### src/rtl/uart_tx_mmio_pkg.sv
// Shared definitions for the memory-mapped UART transmitter: bus addresses,
// STATUS bit layout and the transmit FSM state type.
package uart_tx_mmio_pkg;

  localparam int DATA_WIDTH = 8;

  localparam logic [15:0] UART_DATA_ADDR   = 16'hE000;
  localparam logic [15:0] UART_STATUS_ADDR = 16'hE001;

  localparam int UART_ST_BUSY  = 0;
  localparam int UART_ST_FULL  = 1;
  localparam int UART_ST_EMPTY = 2;
  localparam int UART_ST_OVF   = 3;

  typedef enum logic [1:0] {
    IDLE  = 2'd0,
    START = 2'd1,
    DATA  = 2'd2,
    STOP  = 2'd3
  } uart_tx_state_t;

  function automatic logic [DATA_WIDTH-1:0] uart_status(input logic ovf, input logic empty,
                                                        input logic full, input logic busy);
    logic [DATA_WIDTH-1:0] s;
    s                = '0;
    s[UART_ST_BUSY]  = busy;
    s[UART_ST_FULL]  = full;
    s[UART_ST_EMPTY] = empty;
    s[UART_ST_OVF]   = ovf;
    return s;
  endfunction

endpackage

### src/rtl/sync_fifo.sv
// Single-clock first-word-fall-through FIFO; pushes when full and pops when
// empty are ignored, so the caller may strobe freely.
module sync_fifo #(
  parameter int WIDTH = 8,
  parameter int DEPTH = 4
) (
  input  logic             clk,
  input  logic             reset,
  input  logic             push,
  input  logic             pop,
  input  logic [WIDTH-1:0] din,
  output logic [WIDTH-1:0] dout,
  output logic             full,
  output logic             empty
);

  localparam int AW = (DEPTH > 1) ? $clog2(DEPTH) : 1;
  localparam int CW = AW + 1;
  localparam logic [CW-1:0] FULL_CNT = CW'(DEPTH);

  logic [WIDTH-1:0] r_mem [DEPTH];
  logic [AW-1:0]    r_wptr;
  logic [AW-1:0]    r_rptr;
  logic [CW-1:0]    r_count;
  logic             w_push;
  logic             w_pop;

  assign full   = (r_count == FULL_CNT);
  assign empty  = (r_count == '0);
  assign dout   = r_mem[r_rptr];
  assign w_push = push & ~full;
  assign w_pop  = pop & ~empty;

  // Storage carries no reset; only pointers and count define validity.
  always_ff @(posedge clk) begin
    if (w_push && reset) begin
      r_mem[r_wptr] <= din;
    end
  end

  always_ff @(posedge clk) begin
    if (!reset) begin
      r_wptr  <= '0;
      r_rptr  <= '0;
      r_count <= '0;
    end else begin
      if (w_push) begin
        r_wptr <= r_wptr + 1'b1;
      end
      if (w_pop) begin
        r_rptr <= r_rptr + 1'b1;
      end
      case ({w_push, w_pop})
        2'b10:   r_count <= r_count + 1'b1;
        2'b01:   r_count <= r_count - 1'b1;
        default: r_count <= r_count;
      endcase
    end
  end

endmodule

### src/rtl/uart_tx_mmio.sv
// CPU-bus UART transmitter: DATA/STATUS decode, sticky overflow and the 8N1
// shift FSM fed from a small byte FIFO.
//   state | meaning
//   IDLE  | line high, pops the FIFO head when data is waiting
//   START | start bit (low) for CLKS_PER_BIT cycles
//   DATA  | data bits LSB first, CLKS_PER_BIT cycles each
//   STOP  | stop bit (high) for CLKS_PER_BIT cycles
module uart_tx_mmio
  import uart_tx_mmio_pkg::*;
#(
  parameter int CLKS_PER_BIT = 4,
  parameter int FIFO_DEPTH   = 4
) (
  input  logic                  clk,
  input  logic                  reset,
  input  logic                  cs_i,
  input  logic                  reg_sel_i,
  input  logic                  we_i,
  input  logic                  re_i,
  input  logic [DATA_WIDTH-1:0] data_i,
  output logic [DATA_WIDTH-1:0] data_o,
  output logic                  tx_o,
  output logic                  tx_idle_o
);

  localparam int CNT_W = (CLKS_PER_BIT > 2) ? $clog2(CLKS_PER_BIT) : 1;
  localparam logic [CNT_W-1:0] CNT_TC = CNT_W'(CLKS_PER_BIT - 1);
  localparam int BIT_W = $clog2(DATA_WIDTH);
  localparam logic [BIT_W-1:0] BIT_LAST = BIT_W'(DATA_WIDTH - 1);

  uart_tx_state_t        r_state;
  logic [CNT_W-1:0]      r_clk_cnt;
  logic [BIT_W-1:0]      r_bit_cnt;
  logic [DATA_WIDTH-1:0] r_shift;
  logic                  r_tx;
  logic                  r_ovf;

  logic                  w_wr_data;
  logic                  w_rd_status;
  logic                  w_push;
  logic                  w_pop;
  logic                  w_full;
  logic                  w_empty;
  logic                  w_busy;
  logic                  w_clk_tc;
  logic [DATA_WIDTH-1:0] w_head;
  logic [DATA_WIDTH-1:0] w_status;

  assign w_wr_data   = cs_i & we_i & ~reg_sel_i;
  assign w_rd_status = cs_i & re_i & reg_sel_i;
  assign w_push      = w_wr_data & ~w_full;
  assign w_busy      = (r_state != IDLE);
  assign w_pop       = ~w_busy & ~w_empty;
  assign w_clk_tc    = (r_clk_cnt == CNT_TC);

  assign w_status  = uart_status(r_ovf, w_empty, w_full, w_busy);
  assign data_o    = (cs_i && reg_sel_i) ? w_status : '0;
  assign tx_o      = r_tx;
  assign tx_idle_o = w_empty & ~w_busy;

  sync_fifo #(
    .WIDTH (DATA_WIDTH),
    .DEPTH (FIFO_DEPTH)
  ) u_fifo (
    .clk   (clk),
    .reset (reset),
    .push  (w_push),
    .pop   (w_pop),
    .din   (data_i),
    .dout  (w_head),
    .full  (w_full),
    .empty (w_empty)
  );

  // A dropped write on the same edge as a STATUS read keeps the flag set.
  always_ff @(posedge clk) begin
    if (!reset) begin
      r_ovf <= 1'b0;
    end else if (w_wr_data && w_full) begin
      r_ovf <= 1'b1;
    end else if (w_rd_status) begin
      r_ovf <= 1'b0;
    end
  end

  always_ff @(posedge clk) begin
    if (!reset) begin
      r_state   <= IDLE;
      r_clk_cnt <= '0;
      r_bit_cnt <= '0;
      r_shift   <= '0;
      r_tx      <= 1'b1;
    end else begin
      case (r_state)
        IDLE: begin
          r_tx <= 1'b1;
          if (w_pop) begin
            r_shift   <= w_head;
            r_clk_cnt <= '0;
            r_bit_cnt <= '0;
            r_tx      <= 1'b0;
            r_state   <= START;
          end
        end
        START: begin
          if (w_clk_tc) begin
            r_clk_cnt <= '0;
            r_tx      <= r_shift[0];
            r_state   <= DATA;
          end else begin
            r_clk_cnt <= r_clk_cnt + 1'b1;
          end
        end
        DATA: begin
          if (w_clk_tc) begin
            r_clk_cnt <= '0;
            if (r_bit_cnt == BIT_LAST) begin
              r_tx    <= 1'b1;
              r_state <= STOP;
            end else begin
              r_shift   <= r_shift >> 1;
              r_tx      <= r_shift[1];
              r_bit_cnt <= r_bit_cnt + 1'b1;
            end
          end else begin
            r_clk_cnt <= r_clk_cnt + 1'b1;
          end
        end
        STOP: begin
          if (w_clk_tc) begin
            r_clk_cnt <= '0;
            r_state   <= IDLE;
          end else begin
            r_clk_cnt <= r_clk_cnt + 1'b1;
          end
        end
        default: r_state <= IDLE;
      endcase
    end
  end

endmodule
### config.mk
export PLATFORM = sky130hd
export DESIGN_NAME = uart_tx_mmio
export DESIGN_NICKNAME = d
export VERILOG_FILES = /design/src/rtl/uart_tx_mmio_pkg.sv /design/src/rtl/sync_fifo.sv /design/src/rtl/uart_tx_mmio.sv
export SDC_FILE = /design/constraint.sdc
export NUM_CORES = 1
export LEC_CHECK = 0
export ABC_AREA = 0
export ABC_CLOCK_PERIOD_IN_PS = 2130
export BUFFER_PORTS_ARGS = -buffer_cell sky130_fd_sc_hd__buf_2
export CAP_MARGIN = 20
export CORE_MARGIN = 8
export CORE_UTILIZATION = 53
export DETAILED_ROUTE_END_ITERATION = 8
export GPL_TIMING_DRIVEN = 0
export MAX_ROUTING_LAYER = met4
export PLACE_DENSITY = 0.75
export SLEW_MARGIN = 20
export SYNTH_ARGS = -nofsm -noshare
export SYNTH_HDL_FRONTEND = slang
export SYNTH_SLANG_ARGS = --single-unit
### constraint.sdc
create_clock -name clk -period 2.13 [get_ports clk]
set_input_delay 0.1065 -clock clk [delete_from_list [all_inputs] [get_ports clk]]
set_output_delay 0.1065 -clock clk [all_outputs]
set_load 0.05 [all_outputs]
Word level (Yosys, flattened, before mapping). Memories as Yosys holds them, arrays and structs flattened. A register that Yosys moved wholly into a read port is not among the register bits. Index checks and enable logic that the tools add are counted.

Equality and inequality tests: 14. $add $sub $neg: 6. Reductions and logical operators: 14. Bitwise operators: 13. Multiplexer cells: 30.

Operators with widths (count): $mux 8 (3); $mux 2 (9); $pmux 8 s2 (1); $pmux 3 s2 (2); $ne 2x2->1 const B (5); $and 1x1->1 (9); $mux 3 (3); $eq 2x2->1 const B (4); $mux 1 (8); $pmux 2 s4 (1); $reduce_bool 2->1 (4); $add 2x1->2 const B (3); $add 3x1->3 const B (2); $eq 3x3->1 const B (2); $reduce_and 5->1 (1); $eq 2x1->1 const B (2); $mux 4 (1); $not 1->1 (4); $pmux 2 s2 (1); $reduce_and 4->1 (1); $logic_and 1x1->1 (3); $logic_not 3->1 (1); $pmux 1 s3 (1); $reduce_and 3->1 (1); other kinds (5) (5).

Register bits: 24. Output and inout port bits: 10. Memories: 1. Input bits: 14. Word-level logic and storage cells: 87. RAM bits: 32.

Memory list: u_fifo.r_mem (depth 4, width 8, read ports 1, clocked after Yosys merged registers in 1, wr ports 1, line sync_fifo.sv:21) `logic [WIDTH-1:0] r_mem [DEPTH];`.

Logic depth before layout (Yosys ltp).
Depth after elaboration: 7. Depth in mapped cells: 10. Gate-level depth less buffers: 10.

Hierarchy. A second synthesis with hierarchy kept.

Cells, all modules: 215. Area, all modules: 2733.9 um^2.

By module, submodules not included: sync_fifo (cells each 96, area an instance 1644.1 um^2, sequential area each 1141.1 um^2, instances 1); uart_tx_mmio (cells each 119, area an instance 1089.8 um^2, sequential area each 340.3 um^2, instances 1).

Worst setup path after synthesis. OpenSTA, ideal clock, no wires.

Path kind: flip-flop to output port. Start: register u_fifo.r_count[0]. End: output port data_o[2]. Path buffers: 1. Data arrival time: 1945 ps. Slack: 78 ps. Stages on the path, launching flop included: 3. Data required time: 2024 ps. Cell sequence: dfxtp_1 > buf_6 > nor4_1.

Cells in the longest elaborated chain, start to end: 2.

RTL lines: start: declaration (line sync_fifo.sv:24) `logic [CW-1:0] r_count;`; start signal: assignment (line sync_fifo.sv:54) `2'b10: r_count <= r_count + 1'b1;`; start signal: assignment (line sync_fifo.sv:55) `2'b01: r_count <= r_count - 1'b1;`; start signal: assignment (line sync_fifo.sv:56) `default: r_count <= r_count;`; $logic_not 3->1 (line sync_fifo.sv:29) `assign empty = (r_count == '0);`; $mux 4 (line uart_tx_mmio.sv:57) `assign data_o = (cs_i && reg_sel_i) ? w_status : '0;`; end: declaration (line uart_tx_mmio.sv:21) `output logic [DATA_WIDTH-1:0] data_o,`.

Every way passes these cells.

Worst setup path after layout.
Start: register r_state[1]. End: register u_fifo.r_count[2].

Cells in the longest elaborated chain, start to end: 6. Elaborated cells on any way between the ends: 8. Those cells by class: eq/ne: 2; mux: 1; bitwise: 3; reduce/logical: 2.

RTL lines: start: declaration (line uart_tx_mmio.sv:31) `uart_tx_state_t r_state;`; start signal: assignment (line uart_tx_mmio.sv:88) `r_state <= IDLE;`; start signal: assignment (line uart_tx_mmio.sv:102) `r_state <= START;`; start signal: assignment (line uart_tx_mmio.sv:109) `r_state <= DATA;`; $reduce_bool 2->1 (*) (line uart_tx_mmio.sv:52) `assign w_busy = (r_state != IDLE);`; $not 1->1 (*) (line uart_tx_mmio.sv:53) `assign w_pop = ~w_busy & ~w_empty;`; $and 1x1->1 (*) (line uart_tx_mmio.sv:53); $and 1x1->1 (*) (line sync_fifo.sv:32) `assign w_pop = pop & ~empty;`; $eq 2x1->1 or $eq 2x2->1 (tied branches) (line sync_fifo.sv:53) `case ({w_push, w_pop})`; $pmux 3 s2 or $reduce_bool 2->1 (tied branches).

Mark *: on every way between the ends. The rest lies on a longest branch, timed or not. A chain may end at the register's enable or synchronous reset.

==> results_dict.tcl <==
set metrics [dict create \
    status "finished, final reports clean" \
    worstPathMaxFanout 4 \
    clockBufferDepth 2 \
    grt_overflow 0 \
    critPathArrivalTime_ns 2.26 \
    yosys.area_share.simple_pct 13.6 \
    crit_slowest_cell "fa_1" \
    routed_via_density 5.10 \
    hold_viol_final 0 \
    grt_pass1_wl_um 7900 \
    vias 1744 \
    synth_edf_count 32 \
    synthFlopType "edfxtp_1" \
    worstPathCellList "inv_4 > ha_4 > o31ai_4 > inv_2 > ha_4 > inv_1 > fa_1 > xor2_1 > or3_1 > a21boi_1" \
    hp-start "re_i" \
    rsz0062_at_grt "no" \
    ios 24 \
    clk_latency_ns 0.34 \
    synth_top_area_share_pct 36.5 \
    synthCells 226 \
    clockPowerShare_pct 23.0 \
    drtAntennaViolNets 0 \
    rr_worst_depth 10 \
    routed_wl_um 4760 \
    crit_required_ns 2.39 \
    die_w_um 86.5 \
    setup_viol_count_final 0 \
    dpl.hpwl_um 3270 \
    endpoint_kind "flop" \
    antenna_found_initial 0 \
    cts_tree "built" \
    fill_cells 390 \
    holdPathStages 3 \
    synth.avg_cell_area_um2 11.7 \
    worst-path-buf-inv 3 \
    cts.sinks 58 \
    synth_xor_area_share_pct 1.66 \
    htreeDepth 3 \
    fin_crit_sh_pct 93.5 \
    drv_cap 0 \
    cp_top_family "adder cells" \
    hold_path_end "r_ovf" \
    grt_max_degree 12 \
    min_path_type "in -> reg" \
    synth_compound_area_share_pct 9.88 \
    r2r_slack_ns 0.14 \
    synth_seq_area_share_pct 56.2 \
    core_um2 4750 \
    vdd_ir_drop_max_mv 0.818 \
    clk_pin_slew_ns 0.07 \
    p_int_mw 2.67 \
    r2r_end "u_fifo.r_count[2]" \
    n_antenna_cell 0 \
    clock-skew-final_ns 0.00827 \
    slew_viol_final 0 \
    critPathMostFrequentCell "ha_4" \
    synth_commonest_cells "edfxtp_1, dfxtp_1, nor2_1" \
    fp-row-count 25 \
    initial_utilization_pct 55.4 \
    first_global_vias 1765 \
    cts_made_buffers 9 \
    ys_types 45 \
    seq_power_share_pct 34.5 \
    whs_ns 0.128 \
    fin_nets 298 \
    ctsRootBufferMaster "clkbuf_8" \
    multi_input_area_um2 1090 \
    yosys-top-cells-area "edfxtp_1, dfxtp_1, ha_1, mux2i_1, nor2_1" \
    drcViolationCount 0 \
    regArea_um2 1490 \
    synthMuxAreaShare_pct 6.56 \
    timing.rr.start "r_state[1]" \
    timing.fmax_mhz 502 \
    synth-async-reset-ratio_pct 0 \
    p_sw_mw 1.59 \
    yosysMostFrequentCell "edfxtp_1" \
    die_h_um 86.5 \
    die_area_um2 7480 \
    p_total_mw 4.26 \
    p_sw_share_pct 37.2 \
    grt_usage_pct 14.1 \
    drtIter0Drc 141 \
    area_growth_pct 20.9 \
    gp_congestion 0.728 \
    path_class "reg -> reg" \
    dr.pass1.iters 4 \
    wl_per_cell_um 13.9 \
    power.density_nw_per_um2 1340 \
    p_leak_nw 1.19 \
    numPortBuffers 18 \
    syn_area_um2 2630 \
    ys_seq_elements 58 \
    drive_gt1_share_pct 22.9 \
    yosys.area.top_type "edfxtp_1" \
    yosys_warnings 0 \
    slowest_delay_ns 0.37 \
    cp-start-kind "flop" \
    synthAdderAreaFrac_pct 6.94 \
    synth_top_family_by_area "simple AND/OR/NAND/NOR gates" \
    fin_crit_ns 1.99 \
    combPwrFrac_pct 42.5 \
]
placed cells by master, fill, tap and decap left out, types with 8 or more instances in the layout:
| cell type | count |
|---|---|
| edfxtp_1 | 32 |
| mux2i_1 | 15 |
| ha_1 | 11 |
| nand2_1 | 18 |
| buf_2 | 20 |
| dfxtp_1 | 22 |
| clkbuf_8 | 9 |
| nor2_1 | 19 |
| o21ai_0 | 15 |
| buf_4 | 8 |
| dlygate4sd3_1 | 8 |
layout make-up:
| cell class | count | area share [%] |
|---|---|---|
| Clock inverter | 7 | 2.20 |
| Timing Repair Buffer | 30 | 6.29 |
| Inverter | 10 | 1.26 |
| Sequential cell | 58 | 46.7 |
| Tap cell | 67 | 2.63 |
| Clock buffer | 9 | 3.89 |
| Buffer | 15 | 2.91 |
| Multi-Input combinational cell | 146 | 34.1 |
registers in the layout (all words and copies together) (netlist names), named ones only:
name	cells
r_ovf	1
r_clk_cnt	2
u_fifo.r_count	3
u_fifo.r_mem	32
tx_o	1
r_bit_cnt	3
u_fifo.r_wptr	2
u_fifo.r_rptr	2
r_shift	8
r_state	2
power by group through the flow:
stage | combinational, mW | sequential (mW) | clock, mW
2_1_floorplan | 1.30 | 1.46 | 0
3_3_place_gp | 1.59 | 1.46 | 0
3_5_place_dp | 1.62 | 1.46 | 0
4_1_cts | 1.69 | 1.45 | 1.01
5_1_grt | 2.02 | 1.49 | 1.05
6_report | 1.81 | 1.47 | 0.980
worst register-to-register path, cell delays in order, from the launching register on:
cell	delay (ns)
dfxtp_2	0.35
inv_4	0.08
ha_4	0.16
o31ai_4	0.09
inv_2	0.09
ha_4	0.13
inv_1	0.05
fa_1	0.37
xor2_1	0.15
or3_1	0.30
a21boi_1	0.14
layer usage:
layer	vias up	part of all wire, %	global-route usage (%)
met5	-	0	-
met4	0	2.6	10.2
met3	9	3.6	3.97
met2	31	48	22.2
met1	817	46	15.1
li1	887	-	-
how the worst max path moves through the flow:
stage | start | endpoint | slack (ns) | cells after the start
finish | r_state[1] | u_fifo.r_count[2] | 0.14 | 10
global route | r_state[1] | u_fifo.r_count[2] | 0.009 | 10
CTS | u_fifo.r_count[0] | u_fifo.r_count[2] | 0.005 | 10
detailed placement | r_state[0] | u_fifo.r_count[2] | -0.16 | 10
global placement | r_state[0] | u_fifo.r_count[2] | -0.09 | 10
floorplan | u_fifo.r_count[0] | data_o[2] | 0.08 | 2
cells by family (layout without fill, tap and decap cells):
| group | Yosys count | after routing |
|---|---|---|
| xor gates and xnor gates | 5 | 5 |
| and+or+nand+nor | 70 | 70 |
| DFF | 58 | 58 |
| muxes | 16 | 16 |
| other | 1 | 4 |
| AOI/OAI and AO/OA | 37 | 37 |
| buffers and inverters | 25 | 71 |
| adders and majority gates | 14 | 14 |
repair_timing:
| item | CTS | global route |
|---|---|---|
| cloned | 0 | 0 |
| gates resized for setup | 7 | 10 |
| pin swaps | 1 | 1 |
| hold endpoints to repair | 32 | 0 |
| setup endpoints to repair | 2 | 1 |
| buffers inserted | 1 | 3 |
| hold buffers | 8 | 0 |
metrics by stage:
step / setup TNS, ns / instance area, um^2 / instances / setup slack [ns] / util (%)
floorplan: 0 / 2650 / 229 / 0.0783 / -
global route: 0 / 3180 / 342 / 0.00927 / 67.0
CTS: 0 / 3130 / 339 / 0.00507 / 65.8
global placement: -0.0925 / 2820 / 314 / -0.0925 / 59.3
detailed placement: -0.246 / 2820 / 314 / -0.159 / 59.3
finish: 0 / 3180 / 342 / 0.138 / 67.0
(Power assumes the default switching activity.)
